===== config.mk =====
export PLATFORM = sky130hd
export DESIGN_NAME = hazard_ctrl_unit
export DESIGN_NICKNAME = d
export VERILOG_FILES = /design/src/rtl/hazard_pkg.sv /design/src/rtl/mdu_wait_counter.sv /design/src/rtl/hazard_ctrl_unit.sv
export SDC_FILE = /design/constraint.sdc
export NUM_CORES = 1
export LEC_CHECK = 0
export CELL_PAD_IN_SITES_DETAIL_PLACEMENT = 1
export CELL_PAD_IN_SITES_GLOBAL_PLACEMENT = 1
export CORE_MARGIN = 4
export CORE_UTILIZATION = 19
export CTS_CLUSTER_SIZE = 28
export DETAILED_ROUTE_END_ITERATION = 16
export PLACE_DENSITY = 0.77
export SKIP_LAST_GASP = 1
export SYNTH_ARGS = -nofsm -noshare
export SYNTH_HDL_FRONTEND = slang
export SYNTH_SLANG_ARGS = --single-unit

===== constraint.sdc =====
create_clock -name clk_i -period 1.65 [get_ports clk_i]
set_clock_uncertainty 0.2 [all_clocks]
set_input_delay 0.2475 -clock clk_i [delete_from_list [all_inputs] [get_ports clk_i]]
set_output_delay 0.2475 -clock clk_i [all_outputs]
set_load 0.03 [all_outputs]

===== src/rtl/hazard_pkg.sv =====
// Shared types and constants for the pipeline hazard/stall sequencer.
package hazard_pkg;

  typedef enum logic {
    RUN      = 1'b0,
    MDU_WAIT = 1'b1
  } hz_state_e;

  localparam int unsigned REG_W_DEF   = 5;
  localparam int unsigned MDU_LAT_DEF = 4;
  localparam logic [4:0]  ZERO_REG    = 5'd0;

  // Pipeline control bundle driven by the sequencer each cycle
  typedef struct packed {
    logic pc_write;
    logic ifid_write;
    logic ifid_flush;
    logic idex_write;
    logic idex_flush;
    logic exmem_flush;
    logic mdu_busy;
    logic mdu_done;
  } hz_ctrl_t;

endpackage


===== src/rtl/mdu_wait_counter.sv =====
// Down-counter tracking the remaining frozen cycles of an MDU op in EX.
module mdu_wait_counter #(
  parameter int unsigned CNT_W = 2
) (
  input  logic             clk_i,
  input  logic             rst_i,
  input  logic             load_i,
  input  logic [CNT_W-1:0] load_val_i,
  input  logic             dec_i,
  output logic             zero_o
);

  logic [CNT_W-1:0] cnt_q;
  logic [CNT_W-1:0] cnt_d;

  always_comb begin
    cnt_d = cnt_q;
    if (load_i) begin
      cnt_d = load_val_i;
    end else if (dec_i && (cnt_q != '0)) begin
      cnt_d = cnt_q - CNT_W'(1);
    end
  end

  always_ff @(posedge clk_i) begin
    if (rst_i) begin
      cnt_q <= '0;
    end else begin
      cnt_q <= cnt_d;
    end
  end

  assign zero_o = (cnt_q == '0);

endmodule


===== src/rtl/hazard_ctrl_unit.sv =====
// Hazard and stall sequencer: load-use stalls, taken-branch flushes, MDU freeze.
// Define HAZARD_PERF_EN to add stall/flush performance counters.
module hazard_ctrl_unit
  import hazard_pkg::*;
#(
  parameter int unsigned MDU_LAT = MDU_LAT_DEF,
  parameter int unsigned REG_W   = REG_W_DEF,
  parameter int unsigned CNT_W   = $clog2(MDU_LAT)
) (
  input  logic             clk_i,
  input  logic             rst_i,
  input  logic [REG_W-1:0] id_rs_i,
  input  logic [REG_W-1:0] id_rt_i,
  input  logic             id_uses_rt_i,
  input  logic             idex_memread_i,
  input  logic [REG_W-1:0] idex_rt_i,
  input  logic             ex_branch_taken_i,
  input  logic             ex_mdu_i,
  output logic             pc_write_o,
  output logic             ifid_write_o,
  output logic             ifid_flush_o,
  output logic             idex_write_o,
  output logic             idex_flush_o,
  output logic             exmem_flush_o,
  output logic             mdu_busy_o,
  output logic             mdu_done_o
`ifdef HAZARD_PERF_EN
  ,
  output logic [31:0]      perf_stall_cnt_o,
  output logic [31:0]      perf_flush_cnt_o
`endif
);

  localparam logic [CNT_W-1:0] CNT_INIT = CNT_W'(MDU_LAT - 2);

  hz_state_e state_q;
  hz_state_e state_d;
  hz_ctrl_t  ctl;
  logic      cnt_zero;
  logic      cnt_load;
  logic      cnt_dec;
  logic      load_use;

  // r0 is never a real destination, so a load "into" it cannot create a hazard
  assign load_use = idex_memread_i
                 && (idex_rt_i != REG_W'(ZERO_REG))
                 && ((idex_rt_i == id_rs_i) || (id_uses_rt_i && (idex_rt_i == id_rt_i)));

  mdu_wait_counter #(
    .CNT_W (CNT_W)
  ) u_mdu_cnt (
    .clk_i      (clk_i),
    .rst_i      (rst_i),
    .load_i     (cnt_load),
    .load_val_i (CNT_INIT),
    .dec_i      (cnt_dec),
    .zero_o     (cnt_zero)
  );

  always_ff @(posedge clk_i) begin
    if (rst_i) begin
      state_q <= RUN;
    end else begin
      state_q <= state_d;
    end
  end

  always_comb begin
    ctl            = '0;
    ctl.pc_write   = 1'b1;
    ctl.ifid_write = 1'b1;
    ctl.idex_write = 1'b1;
    state_d        = state_q;
    cnt_load       = 1'b0;
    cnt_dec        = 1'b0;

    if ((state_q == MDU_WAIT) && !cnt_zero) begin
      ctl.pc_write    = 1'b0;
      ctl.ifid_write  = 1'b0;
      ctl.idex_write  = 1'b0;
      ctl.exmem_flush = 1'b1;
      ctl.mdu_busy    = 1'b1;
      cnt_dec         = 1'b1;
    end else begin
      // Release cycle: the held op must not re-trigger the freeze
      if (state_q == MDU_WAIT) begin
        ctl.mdu_busy = 1'b1;
        ctl.mdu_done = 1'b1;
        state_d      = RUN;
      end
      if (ex_branch_taken_i) begin
        ctl.ifid_flush = 1'b1;
        ctl.idex_flush = 1'b1;
      end else if (ex_mdu_i && (state_q == RUN)) begin
        ctl.pc_write    = 1'b0;
        ctl.ifid_write  = 1'b0;
        ctl.idex_write  = 1'b0;
        ctl.exmem_flush = 1'b1;
        state_d         = MDU_WAIT;
        cnt_load        = 1'b1;
      end else if (load_use) begin
        ctl.pc_write   = 1'b0;
        ctl.ifid_write = 1'b0;
        ctl.idex_flush = 1'b1;
      end
    end

    if (rst_i) begin
      ctl = '0;
    end
  end

  assign pc_write_o    = ctl.pc_write;
  assign ifid_write_o  = ctl.ifid_write;
  assign ifid_flush_o  = ctl.ifid_flush;
  assign idex_write_o  = ctl.idex_write;
  assign idex_flush_o  = ctl.idex_flush;
  assign exmem_flush_o = ctl.exmem_flush;
  assign mdu_busy_o    = ctl.mdu_busy;
  assign mdu_done_o    = ctl.mdu_done;

`ifdef HAZARD_PERF_EN
  logic [31:0] perf_stall_q;
  logic [31:0] perf_flush_q;

  always_ff @(posedge clk_i) begin
    if (rst_i) begin
      perf_stall_q <= '0;
      perf_flush_q <= '0;
    end else begin
      if (!ctl.pc_write) begin
        perf_stall_q <= perf_stall_q + 32'd1;
      end
      if (ctl.ifid_flush) begin
        perf_flush_q <= perf_flush_q + 32'd1;
      end
    end
  end

  assign perf_stall_cnt_o = perf_stall_q;
  assign perf_flush_cnt_o = perf_flush_q;
`endif

endmodule


Yosys cells after proc, flatten, opt, wreduce, memory -nomap -nowiden
Index checks and enable logic that the tools add are counted.

Add/subtract/negate cells: 1. Equal/unequal tests: 2. Multiplexer cells: 23. Bitwise operators: 1. Reductions and logical operators: 13.

Operators with widths (count): $mux W2 (8); $mux W1 (14); $eq A5 B5 Y1 (2); $mux W8 (1); $logic_and A1 B1 Y1 (6); $reduce_bool A5 Y1 (1); $reduce_bool A2 Y1 (2); $logic_not A2 Y1 (1); $reduce_or A2 Y1 (1); $sub A2 B1 Y2 const B (1); $logic_not A1 Y1 (1); $logic_or A1 B1 Y1 (1); $not A1 Y1 (1).

Register bits: 3. Output and inout port bits: 8.

Logic depth before layout (Yosys ltp)
Word-level depth: 9. Depth in mapped cells: 6. Depth with buffers taken out: 6.

By module
A second synthesis with hierarchy kept.

Cells, all modules: 46. Area total of the unflattened synthesis: 370.4 sq um.

Modules (own cells, without submodules): hazard_ctrl_unit (instances 1, cells an instance 32, area an instance 244.0 sq um); mdu_wait_counter (instances 1, cells an instance 14, area an instance 126.4 sq um).

Least setup slack after synthesis
Ideal clock, no wire load.

Path kind: register to output. Start point: register u_mdu_cnt.cnt_q[0]. End point: output port idex_flush_o. Arrival time: 1.918 ns. Path slack: -0.715 ns. Cell stages (with the launch flop): 7. Cells stage by stage: dfxtp_1 -> inv_1 -> ha_1 -> nor2b_1 -> nor3_2 -> and2_1 -> o21bai_1.

Word-level cells in the longest chain between the ends: 5.

RTL lines: start: declaration (RTL line mdu_wait_counter.sv:13) `logic [CNT_W-1:0] cnt_q;`; start signal: assignment (RTL line mdu_wait_counter.sv:29) `cnt_q <= cnt_d;`; $logic_not A2 Y1 (RTL line mdu_wait_counter.sv:33) `assign zero_o = (cnt_q == '0);`; $logic_not A1 Y1 (RTL line hazard_ctrl_unit.sv:77) `if ((state_q == MDU_WAIT) && !cnt_zero) begin`; $logic_and A1 B1 Y1 (RTL line hazard_ctrl_unit.sv:77); $mux W1 (RTL line hazard_ctrl_unit.sv:77); $mux W8 (RTL line hazard_ctrl_unit.sv:108) `if (rst_i) begin`; end: declaration (RTL line hazard_ctrl_unit.sv:23) `output logic idex_flush_o,`.

Every way passes these cells.

Final worst setup path
Same ends and word-level chain as after synthesis.

==> results.toml <==
[sta]
worstMarginPinSlew_ps = 226
rsz0062_at_grt = "yes"
hold_violations = 0
final-setup-viol-count = 6
timing.final.crit_share_pct = 115
period_minus_slack_ps = 1910
whs_ps = 303
finalSetupTns_ps = -1060
slew_violations = 0
finalWorstSetupSlack_ps = -255
slew-limit-headroom_pct = 85.0
fmax_ghz = 0.525

[route]
drt-total-wl_mm = 1.63
vias = 486
dr.pass1.iters = 4
postRouteAntennaNets = 0
drc_errors = 0
wire_per_inst_um = 14.2
vias_per_cell = 4.23
drt_iter0_drc = 18

[cts]
cts_tree = "done"
cts.clk_slew.worst_paths_ps = 40
htreeDepth = 1
cts_root_buf = "clkbuf_4"
clock_sinks = 3
cts_buffers = 3
clockBufferDepth = 2
clock_latency_ps = 240
ctsHoldBuffers = 0

[flow_run]
cap_violations = 0

[grt]
grt_max_degree = 6
grt_pass1_vias = 553
grt_usage_pct = 13.2
grt_remaining_overflow = 0
grt_pass1_wl_mm = 2.50
grt_antenna_before_repair = 0

[setup_path]
crit_buf_inv = 3
r2r-end = "u_mdu_cnt.cnt_q[1]"
cp_common_cell = "buf_6"
start_kind = "register"
rrSetupSlack_ps = 100
crit_cells = 8
worstReg2RegStart = "u_mdu_cnt.cnt_q[0]"
rr_worst_depth = 5
path_delay_family = "buffers and inverters"
cp-end-kind = "output pin"
critPathSlowestCell = "dfxtp_2"
path_cells = "inv_2 > ha_4 > nor2b_4 > nor3_4 > buf_6 > o211ai_1 > o21bai_2 > buf_6"
critPathMaxStageDelay_ps = 320
worstPathRequired_ps = 1200
cp_data_arrival_time_ps = 1460
cp_max_fo = 3
path_class = "reg2out"

[die]
initial_core_util_pct = 20.6
fp.coreArea_sq_um = 1760
dieArea_sq_um = 2680
core.rowCount = 15
fp.dieW_um = 51.8
dieHeight_um = 51.8
ios = 29

[hold_path]
hp-start = "ex_mdu_i"
whs_path_depth = 3
min_to = "u_mdu_cnt.cnt_q[1]"
hp-class = "in2reg"

[placed_design]
numPortBuffers = 28
gp_congestion = 0.768
hpwl_mm = 1.40
dpl.cell_count = 109

[logic_synthesis]
syn_area_sq_um = 364
synth_top_area_share_pct = 21.6
ys_types = 27
yosysTopAreaCell = "xor2_1"
ys_ff_latch = 3
syn-num-nets = 64
synth_warnings = 0
syn_area_per_cell_sq_um = 8.67
syn_inst = 42
ys_seq_area_share_pct = 16.5
synth_area_leaders = "xor2_1 22%, dfxtp_1 16%, o21ba_1 5.5%, xnor2_1 4.8%, and2_1 3.4%"

[power_and_ir_drop]
leakagePower_nw = 0.396
max-vdd-ir-drop_uv = 295
power_density_nw_per_um2 = 514
p_total_mw = 0.453

[final_layout]
synthToLayoutAreaGrowth_pct = 142
fin_cells = 115
n_antenna_cell = 0
fill_cells = 218
drive_above_1_share_pct = 61.1
nNetsFinal = 113

[run_status]
status = "complete, but fails checks"
failed_checks = "negative setup slack"
[report_power, final]
group          internal (mW)  leakage (nW)  switching [mW]
clock                 0.0914        0.0150          0.0503
combinational          0.128         0.355           0.102
sequential            0.0774        0.0261         0.00430
[sequential cells by signal, indices dropped and copies added, names as in the netlist]
name	count
u_mdu_cnt.cnt_q	2
state_q	1
[synth_stat cells]
| master | count |
|---|---|
| a21oi_1 | 1 |
| a221oi_1 | 1 |
| a32oi_1 | 1 |
| and2_1 | 2 |
| buf_4 | 1 |
| dfxtp_1 | 3 |
| ha_1 | 1 |
| inv_1 | 1 |
| inv_2 | 1 |
| mux2_1 | 1 |
| nand2_1 | 1 |
| nand2b_1 | 1 |
| nand3b_1 | 1 |
| nor2_1 | 2 |
| nor2b_1 | 2 |
| nor3_1 | 1 |
| nor3_2 | 1 |
| nor3b_2 | 1 |
| nor4_2 | 1 |
| o211ai_1 | 1 |
| o21ai_1 | 1 |
| o21ba_1 | 2 |
| o21bai_1 | 1 |
| o31a_1 | 1 |
| or4_1 | 1 |
| xnor2_1 | 2 |
| xor2_1 | 9 |
[final cells by class]
| type | instances | area, sq um | area share [%] |
|---|---|---|---|
| clock buffers | 4 | 26.3 | 2.98 |
| inverters | 2 | 7.51 | 0.851 |
| multi-input cells | 36 | 360 | 40.9 |
| flip-flops and latches | 3 | 66.3 | 7.52 |
| well taps | 25 | 31.3 | 3.55 |
| repair buffers | 45 | 390 | 44.3 |
[cells in the final DEF (no fill, tap or decap), types with 2 or more instances in the layout]
cell	netlist	routed
and2_4	0	2
xor2_1	9	8
buf_4	1	16
clkdlybuf4s50_1	0	2
dfxtp_2	0	2
clkdlybuf4s15_1	0	2
buf_6	0	11
clkbuf_4	0	3
dlygate4sd2_1	0	8
inv_2	1	2
buf_2	0	5
xnor2_1	2	2
nor2_1	2	2
[metal layers]
metal | global-route usage (%) | part of all wire, % | wire length [um]
met4 | 10.0 | 1.9 | 31
met2 | 22.5 | 54 | 884
met3 | 2.01 | 2.3 | 38
met5 | 0 | 0 | 0
met1 | 14.7 | 42 | 678
[tightest hold or removal path, stage by stage]
cell           delay [ps]
dlygate4sd2_1         250
nand2b_1              130
a221oi_2               70
[cells by family after synthesis]
family / synth area share [%]
adder cells (fa/ha/maj): 3.44
multiplexers: 3.09
flip-flops: 16.5
AO/OA/AOI/OAI: 19.6
AND/OR/NAND/NOR: 26.8
buffers and inverters: 4.12
XOR/XNOR: 26.5
[worst max path at each step]
stage,to,start
final,idex_flush_o,u_mdu_cnt.cnt_q[0]
after global routing,idex_flush_o,u_mdu_cnt.cnt_q[1]
after CTS,idex_flush_o,u_mdu_cnt.cnt_q[0]
after detailed placement,ifid_flush_o,ex_mdu_i
after global placement,ifid_flush_o,ex_mdu_i
after floorplan,pc_write_o,u_mdu_cnt.cnt_q[1]
[through the flow]
step | instance area [sq um] | util (%) | setup WS (ps)
2_1_floorplan | 403 | - | -365
3_3_place_gp | 798 | 45.2 | -636
3_5_place_dp | 798 | 45.2 | -650
4_1_cts | 871 | 49.4 | -295
5_1_grt | 882 | 50.0 | -362
6_report | 882 | 50.0 | -255
[repair_timing]
action                                  in CTS  in global routing
endpoints found under the setup margin       8                  8
pin swaps                                   17                  4
setup buffers                                3                  0
resized for setup                           64                  8
Note: power is estimated with default switching activity, not from simulation.
